[src/rtl/icache_pkg.sv]
// Shared types and width helpers for the N-way instruction cache.
// Address layout is pc = {tag, idx, off, 2'b00}.
package icache_pkg;

    localparam int DEF_WAYS       = 2;
    localparam int DEF_SETS       = 8;
    localparam int DEF_LINE_WORDS = 4;

    typedef enum logic [1:0] {
        ST_IDLE,
        ST_REFILL,
        ST_INVAL
    } state_e;

    // Tag field is sized for the widest legal tag; unused upper bits stay zero.
    typedef struct packed {
        logic        valid;
        logic [29:0] tag;
    } tag_entry_t;

    function automatic int off_w(input int line_words);
        return $clog2(line_words);
    endfunction

    function automatic int idx_w(input int sets);
        return $clog2(sets);
    endfunction

    function automatic int tag_w(input int line_words, input int sets);
        return 30 - $clog2(line_words) - $clog2(sets);
    endfunction

    function automatic int way_w(input int ways);
        return (ways > 1) ? $clog2(ways) : 1;
    endfunction

endpackage

[src/rtl/icache_victim_sel.sv]
// Refill victim choice: lowest-index invalid way, otherwise the set's
// round-robin pointer (flagged so the caller knows to advance it).
module icache_victim_sel
    import icache_pkg::*;
#(
    parameter int WAYS  = DEF_WAYS,
    parameter int WAY_W = 1
) (
    input  logic [WAYS-1:0]  i_valid,
    input  logic [WAY_W-1:0] i_rr,
    output logic [WAY_W-1:0] o_victim,
    output logic             o_use_rr
);

    always_comb begin
        o_victim = i_rr;
        o_use_rr = 1'b1;
        for (int w = WAYS - 1; w >= 0; w--) begin
            if (!i_valid[w]) begin
                o_victim = WAY_W'(w);
                o_use_rr = 1'b0;
            end
        end
    end

endmodule

[src/rtl/icache_nway.sv]
// N-way set-associative instruction cache with round-robin replacement,
// fetch kill, and a one-set-per-cycle whole-cache invalidate sweep.
module icache_nway
    import icache_pkg::*;
#(
    parameter int WAYS       = DEF_WAYS,
    parameter int SETS       = DEF_SETS,
    parameter int LINE_WORDS = DEF_LINE_WORDS
) (
    input  logic                       clk,
    input  logic                       rst,
    input  logic [31:0]                if_pc_i,
    input  logic                       if_valid_req_i,
    input  logic                       flush_i,
    input  logic                       inv_i,
    output logic [31:0]                icache_inst_o,
    output logic                       icache_ready_o,
    output logic                       icache_hit_o,
    output logic                       icache_busy_o,
    output logic [31:0]                icache_addr_o,
    output logic                       icache_valid_req_o,
    input  logic                       mem_ready_i,
    input  logic [32*LINE_WORDS-1:0]   mem_data_i
);

    localparam int OFF_W  = off_w(LINE_WORDS);
    localparam int IDX_W  = idx_w(SETS);
    localparam int TAG_W  = tag_w(LINE_WORDS, SETS);
    localparam int WAY_W  = way_w(WAYS);
    localparam int LINE_W = 32 * LINE_WORDS;

    tag_entry_t         r_tags [SETS][WAYS];
    logic [LINE_W-1:0]  r_data [SETS][WAYS];
    logic [WAY_W-1:0]   r_rr   [SETS];

    state_e             r_state;
    logic               r_ready;
    logic [31:0]        r_inst;
    logic               r_vreq;
    logic [31:0]        r_addr;
    logic               r_kill;
    logic               r_inv_pend;
    logic [IDX_W-1:0]   r_inv_idx;
    logic [TAG_W-1:0]   r_req_tag;
    logic [IDX_W-1:0]   r_req_idx;
    logic [OFF_W-1:0]   r_req_off;
    logic [WAY_W-1:0]   r_victim;
    logic               r_use_rr;

    logic [TAG_W-1:0]   w_tag;
    logic [IDX_W-1:0]   w_idx;
    logic [OFF_W-1:0]   w_off;
    logic [29:0]        w_tag_ext;
    logic [29:0]        w_req_tag_ext;
    logic [WAYS-1:0]    w_valid_vec;
    logic [WAYS-1:0]    w_hit_vec;
    logic [WAY_W-1:0]   w_hit_way;
    logic               w_hit;
    logic [LINE_W-1:0]  w_hit_line;
    logic [31:0]        w_hit_word;
    logic [31:0]        w_fill_word;
    logic [WAY_W-1:0]   w_victim;
    logic               w_use_rr;
    logic               w_killed;
    logic               w_unused;

    assign w_tag         = if_pc_i[31 -: TAG_W];
    assign w_idx         = if_pc_i[OFF_W+2 +: IDX_W];
    assign w_off         = if_pc_i[2 +: OFF_W];
    assign w_tag_ext     = {{(30-TAG_W){1'b0}}, w_tag};
    assign w_req_tag_ext = {{(30-TAG_W){1'b0}}, r_req_tag};
    assign w_unused      = ^if_pc_i[1:0];

    always_comb begin
        w_valid_vec = '0;
        w_hit_vec   = '0;
        w_hit_way   = '0;
        for (int w = 0; w < WAYS; w++) begin
            w_valid_vec[w] = r_tags[w_idx][w].valid;
            w_hit_vec[w]   = r_tags[w_idx][w].valid && (r_tags[w_idx][w].tag == w_tag_ext);
            if (w_hit_vec[w]) begin
                w_hit_way = WAY_W'(w);
            end
        end
    end

    assign w_hit       = (|w_hit_vec) && (r_state == ST_IDLE);
    assign w_hit_line  = r_data[w_idx][w_hit_way];
    assign w_hit_word  = w_hit_line[{w_off, 5'b0} +: 32];
    assign w_fill_word = mem_data_i[{r_req_off, 5'b0} +: 32];
    assign w_killed    = r_kill || flush_i;

    icache_victim_sel #(
        .WAYS  (WAYS),
        .WAY_W (WAY_W)
    ) u_victim_sel (
        .i_valid  (w_valid_vec),
        .i_rr     (r_rr[w_idx]),
        .o_victim (w_victim),
        .o_use_rr (w_use_rr)
    );

    // Data array carries no reset so it can map onto RAM; valid bits gate it.
    always_ff @(posedge clk) begin
        if (r_state == ST_REFILL && mem_ready_i) begin
            r_data[r_req_idx][r_victim] <= mem_data_i;
        end
    end

    always_ff @(posedge clk or posedge rst) begin
        if (rst) begin
            r_state    <= ST_IDLE;
            r_ready    <= 1'b0;
            r_inst     <= '0;
            r_vreq     <= 1'b0;
            r_addr     <= '0;
            r_kill     <= 1'b0;
            r_inv_pend <= 1'b0;
            r_inv_idx  <= '0;
            r_req_tag  <= '0;
            r_req_idx  <= '0;
            r_req_off  <= '0;
            r_victim   <= '0;
            r_use_rr   <= 1'b0;
            for (int s = 0; s < SETS; s++) begin
                r_rr[s] <= '0;
                for (int w = 0; w < WAYS; w++) begin
                    r_tags[s][w] <= '0;
                end
            end
        end else begin
            r_ready <= 1'b0;
            case (r_state)
                ST_IDLE: begin
                    if (inv_i) begin
                        r_state   <= ST_INVAL;
                        r_inv_idx <= '0;
                    end else if (if_valid_req_i && !flush_i) begin
                        if (w_hit) begin
                            r_ready <= 1'b1;
                            r_inst  <= w_hit_word;
                        end else begin
                            r_state    <= ST_REFILL;
                            r_vreq     <= 1'b1;
                            r_addr     <= {if_pc_i[31:OFF_W+2], {(OFF_W+2){1'b0}}};
                            r_req_tag  <= w_tag;
                            r_req_idx  <= w_idx;
                            r_req_off  <= w_off;
                            r_victim   <= w_victim;
                            r_use_rr   <= w_use_rr;
                            r_kill     <= 1'b0;
                            r_inv_pend <= 1'b0;
                        end
                    end
                end
                ST_REFILL: begin
                    if (flush_i) begin
                        r_kill <= 1'b1;
                    end
                    if (inv_i) begin
                        r_inv_pend <= 1'b1;
                    end
                    if (mem_ready_i) begin
                        r_vreq <= 1'b0;
                        r_tags[r_req_idx][r_victim] <= '{valid: 1'b1, tag: w_req_tag_ext};
                        if (r_use_rr && WAYS > 1) begin
                            r_rr[r_req_idx] <= r_rr[r_req_idx] + WAY_W'(1);
                        end
                        if (!w_killed) begin
                            r_ready <= 1'b1;
                            r_inst  <= w_fill_word;
                        end
                        r_inv_idx <= '0;
                        r_state   <= (r_inv_pend || inv_i) ? ST_INVAL : ST_IDLE;
                    end
                end
                ST_INVAL: begin
                    for (int w = 0; w < WAYS; w++) begin
                        r_tags[r_inv_idx][w].valid <= 1'b0;
                    end
                    r_rr[r_inv_idx] <= '0;
                    r_inv_idx       <= r_inv_idx + IDX_W'(1);
                    if (r_inv_idx == IDX_W'(SETS - 1)) begin
                        r_state <= ST_IDLE;
                    end
                end
                default: r_state <= ST_IDLE;
            endcase
        end
    end

    assign icache_inst_o      = r_inst;
    assign icache_ready_o     = r_ready;
    assign icache_hit_o       = w_hit;
    assign icache_busy_o      = (r_state != ST_IDLE);
    assign icache_addr_o      = r_addr;
    assign icache_valid_req_o = r_vreq;

endmodule

[config.mk]
export PLATFORM = sky130hd
export DESIGN_NAME = icache_nway
export DESIGN_NICKNAME = d
export VERILOG_FILES = /design/src/rtl/icache_pkg.sv /design/src/rtl/icache_victim_sel.sv /design/src/rtl/icache_nway.sv
export SDC_FILE = /design/constraint.sdc
export NUM_CORES = 2
export LEC_CHECK = 0
export CAP_MARGIN = 15
export CORE_MARGIN = 10
export CORE_UTILIZATION = 45
export CTS_BUF_LIST = sky130_fd_sc_hd__clkbuf_8
export DETAILED_ROUTE_END_ITERATION = 6
export SKIP_CTS_REPAIR_TIMING = 1
export SYNTH_ARGS = -nofsm -noshare
export SYNTH_HDL_FRONTEND = slang
export SYNTH_SLANG_ARGS = --single-unit
[constraint.sdc]
create_clock -name clk -period 15.65 [get_ports clk]
set_clock_uncertainty 0.1 [all_clocks]
set_input_delay 1.565 -clock clk [delete_from_list [all_inputs] [get_ports clk]]
set_output_delay 1.565 -clock clk [all_outputs]
set_load 0.02 [all_outputs]
==> results <==
- The wire-length estimate of the detail-placed layout is 138 mm.
- The H-tree was split into 5 levels.
- The cell area power density is 127 nW/µm².
- The cell area that synthesis handed to floorplanning was 102000 µm².
- Of the available clock period, the critical path in the final layout requires 0.526.
- The chip width is 496 µm.
- The final layout contains routed wiring with a total length of 269 mm.
- The routed design uses 131 mm of met2 wire.
- The fraction of the yosys area taken by sequential cells is 0.724.
- The detailed router put a total of 114 mm of wire on met1.
- The worst-case headroom to the max-slew limit is 0.177.
- The CTS sink count is 2545.
- The core area is 225000 µm².
- In this run the count of I/O pins placed on the die edge is 234.
- The maximum number of pins on one net before global-route repair is 131.
- The floorplan has 174 rows.
- The tool flagged a number of max-cap violations equal to 0.
- The synthesized design contains 2048 enable-type register cells.
- The sequential cells in the finished layout cover a total of 73900 µm².
- The net count of the finished layout is 5581.
- For this configuration, the core starts out at a cell density of 0.453.
- The longest clock path from root to sink contains 4 buffers.
- In this run the worst hold path is classified as reg -> reg.
- The multi-input combinational cells in the finished layout cover a total of 26800 µm².
- Subtracting the final worst setup slack from the clock period gives 8.23 ns.
- The global placement routability congestion is 0.787.
- The total of fill cells in the finished design is 18000.
- The endpoint required time on the critical path is 13.99 ns.
- The number of instances in the synthesized netlist is 4989.
- Wire segments on met3 add up to 17.8 mm in the final route.
- The critical path contains buffers and inverters numbering 4 combined.
- The start-to-end type of the worst setup path is in -> out.
- The count of input and output buffers is 227.
- The global-route congestion overflow total is 0.
- The setup TNS after final layout is 0 ns.
- The latest clock arrival within the worst-skew pair is 1.05 ns.
- The maximum frequency from static timing analysis is 0.121 GHz.
- The final antenna-violating net count is 0.
- The average wire length per cell after detail routing is 30.7 µm.
- The iteration count of the initial detailed-routing pass is 5.
- The synthesis-to-layout area growth is 13.2%.
- STA classifies the critical path startpoint as an input port.
- After clock tree synthesis, the clock-pin slew on the worst setup and hold paths is 0.06 ns.
- The tree is rooted in a sky130_fd_sc_hd__clkbuf_8.
- Across the VDD grid, the largest voltage drop is 106 µV.
- The cell family contributing the most delay on the critical path is buffers and inverters.
- For this run, the number of Yosys warnings is 0.
- The max-slew violation total from the final report is 0.
- The final hold violation count is 0.
- The type of destination of the critical path is an output port.
- Counting flops and latches in the post-synthesis netlist gives 2545.
- The die footprint is 246000 µm².
- The uppermost layer routed is met5.
- The overall track demand over capacity in global routing is 0.215.
- Each instance of the synthesized netlist takes up on average 20.5 µm².
- The flow ran to the end, and the final reports show no timing, DRC or antenna violations.
- Detailed routing inserted a total of 52600 vias.
- The final routed DRC violation total is 0.
- The initial antenna violation count was 43.
- Setup slack on the worst reg-to-reg path comes out at 10.40 ns.
- Setup violations remaining at the end of the flow were counted as 0.
- After synthesis, the most frequently instantiated cells are 2048 x sky130_fd_sc_hd__edfxtp_1, 738 x sky130_fd_sc_hd__mux4_2, 497 x sky130_fd_sc_hd__dfrtp_1.
- From bottom edge to top edge, the die measures 496 µm.
- The via count of the first global-routing pass is 54700.
- The largest driver fanout on the critical path is 68.
- The critical path goes through buf_8 -> buf_4 -> nand2b_1 -> buf_4 -> a211oi_1 -> o31a_1 -> nor4b_1 -> nand3_1 -> nor4_1 -> a31oi_1 -> nor2_1 -> clkdlybuf4s50_1.
- The static power due to leakage is 40.1 nW.
- In the routed layout, each cell is associated on average with a via count of 6.02.
- The arrival time of data at the critical path endpoint is 6.57 ns.
- The delay contributed by the slowest stage of the critical path is 1.01 ns.
- The share of synthesized area in the top cell type comes to 0.602.
- The completed layout was analyzed and its total power is 0.0146 W.
- After synthesis, the cell types taking the most area are sky130_fd_sc_hd__edfxtp_1 60%, sky130_fd_sc_hd__mux4_2 16%, sky130_fd_sc_hd__dfrtp_1 12%, sky130_fd_sc_hd__mux2_2 3.9%, sky130_fd_sc_hd__nand2_1 1.2%.
- The TritonCTS clock tree is yes.
- Among all stages on the critical path, the largest delay is contributed by sky130_fd_sc_hd__nor4b_1.
- The layout cell share with drive strength beyond 1 is 0.314.
- The fraction of registers with async set or reset after synthesis is 0.195.
- Clock tree synthesis inserted a total of 426 buffers.
- In the post-synthesis netlist, the cell with the most instances is sky130_fd_sc_hd__edfxtp_1.
- Summed over all instances, the cell type with the most area after synthesis is sky130_fd_sc_hd__edfxtp_1.
- The initial detailed-routing violation count is 4998.
- The wire length of the first global-routing pass is 390 mm.
- In the synthesized netlist the dominant register cell turns out to be sky130_fd_sc_hd__edfxtp_1.
- Measured on the finished design, the core utilization comes to 0.513.
- Setup repair after global routing left no endpoint under its margin.
- The number of distinct library cells after synthesis is 67.
- The slew of the pin with the lowest slew margin is 1.22 ns.
- By instance count, the cell type seen most on the critical path is sky130_fd_sc_hd__buf_4.
-- per-stage QoR --
stage / cells / setup WS, ns / hold WS, ns / area [µm²]
floorplan: 4992 / 0.110 / 0.338 / 102000
global placement: 7976 / 7.20 / 0.357 / 108000
detailed placement: 7976 / 7.16 / 0.360 / 108000
CTS: 8724 / 7.43 / 0.374 / 116000
global route: 8728 / 7.17 / 0.399 / 116000
finish: 8737 / 7.42 / 0.371 / 116000
-- final timing paths --
check / cells after the start / startpoint / endpoint
max in group asynchronous: 5 / rst / r_tags[96]
hold reg to reg: 2 / r_tags[222] / r_tags[222]
min in group asynchronous: 2 / rst / r_inv_idx[0]
hold / removal: 2 / r_tags[222] / r_tags[222]
setup / recovery: 12 / if_pc_i[4] / icache_hit_o
setup reg to reg: 11 / r_tags[248] / r_req_tag[17]
-- layer usage --
metal | global-route usage | vias up
met5 | 0 | -
met1 | 0.303 | 28700
met4 | 0.0552 | 16
met2 | 0.348 | 1943
li1 | - | 21500
met3 | 0.0410 | 508
-- sequential cells by signal (all words and copies together), names as in the netlist --
| name | flops |
|---|---|
| r_data | 2048 |
| r_tags | 416 |
| icache_inst_o | 32 |
| r_req_tag | 25 |
| r_rr | 8 |
| r_inv_idx | 3 |
| r_req_idx | 2 |
| r_req_off | 2 |
| r_state | 2 |
| icache_addr_o | 1 |
| icache_ready_o | 1 |
| icache_valid_req_o | 1 |
| r_inv_pend | 1 |
| r_kill | 1 |
| r_use_rr | 1 |
| r_victim | 1 |
-- cells by family after synthesis --
logic type               Yosys count  synth area share
AND/OR/NAND/NOR                  617            0.0286
XOR/XNOR                          25           0.00214
flip-flops                      2545             0.724
other                              1         0.0000367
buffers and inverters            353            0.0152
AO/OA/AOI/OAI                    267            0.0170
adder cells (fa/ha/maj)            2          0.000245
multiplexers                    1179             0.213
-- placed cells by master, fill, tap and decap left out, drive strengths merged, types with 21 or more instances in the layout --
| cell type | synthesis | layout |
|---|---|---|
| nand2 | 328 | 328 |
| mux2 | 383 | 383 |
| clkinv | 2 | 114 |
| nor4 | 104 | 104 |
| inv | 12 | 166 |
| clkbuf | 226 | 476 |
| dfrtp | 497 | 497 |
| buf | 113 | 108 |
| mux4 | 744 | 744 |
| nor2 | 67 | 67 |
| mux2i | 52 | 52 |
| o21ai | 71 | 71 |
| edfxtp | 2048 | 2048 |
| nor3 | 21 | 21 |
| nor2b | 21 | 21 |
| clkdlybuf4s50 | 0 | 223 |
| a41oi | 33 | 33 |
| a31oi | 72 | 72 |
-- tightest hold or removal path: cells and delay by family, from the launching register on --
| kind | cells | cell delay (ns) |
|---|---|---|
| flops | 1 | 0.34 |
| simple gates | 2 | 0.10 |
-- final cells by class --
type,count,area share
clock buffers,475,0.0566
inverters,14,0.000974
multi-input cells,2094,0.232
repair buffers,332,0.0278
flip-flops and latches,2545,0.640
well taps,2992,0.0324
clock inverters,273,0.0108
diodes,12,0.000260
-- power by group --
group          switching, W  internal, W
Sequential         0.000342      0.00746
Combinational      0.000748     0.000644
Clock               0.00259      0.00284
Total               0.00368       0.0109
No activity file was read; power rests on OpenSTA's default activity.
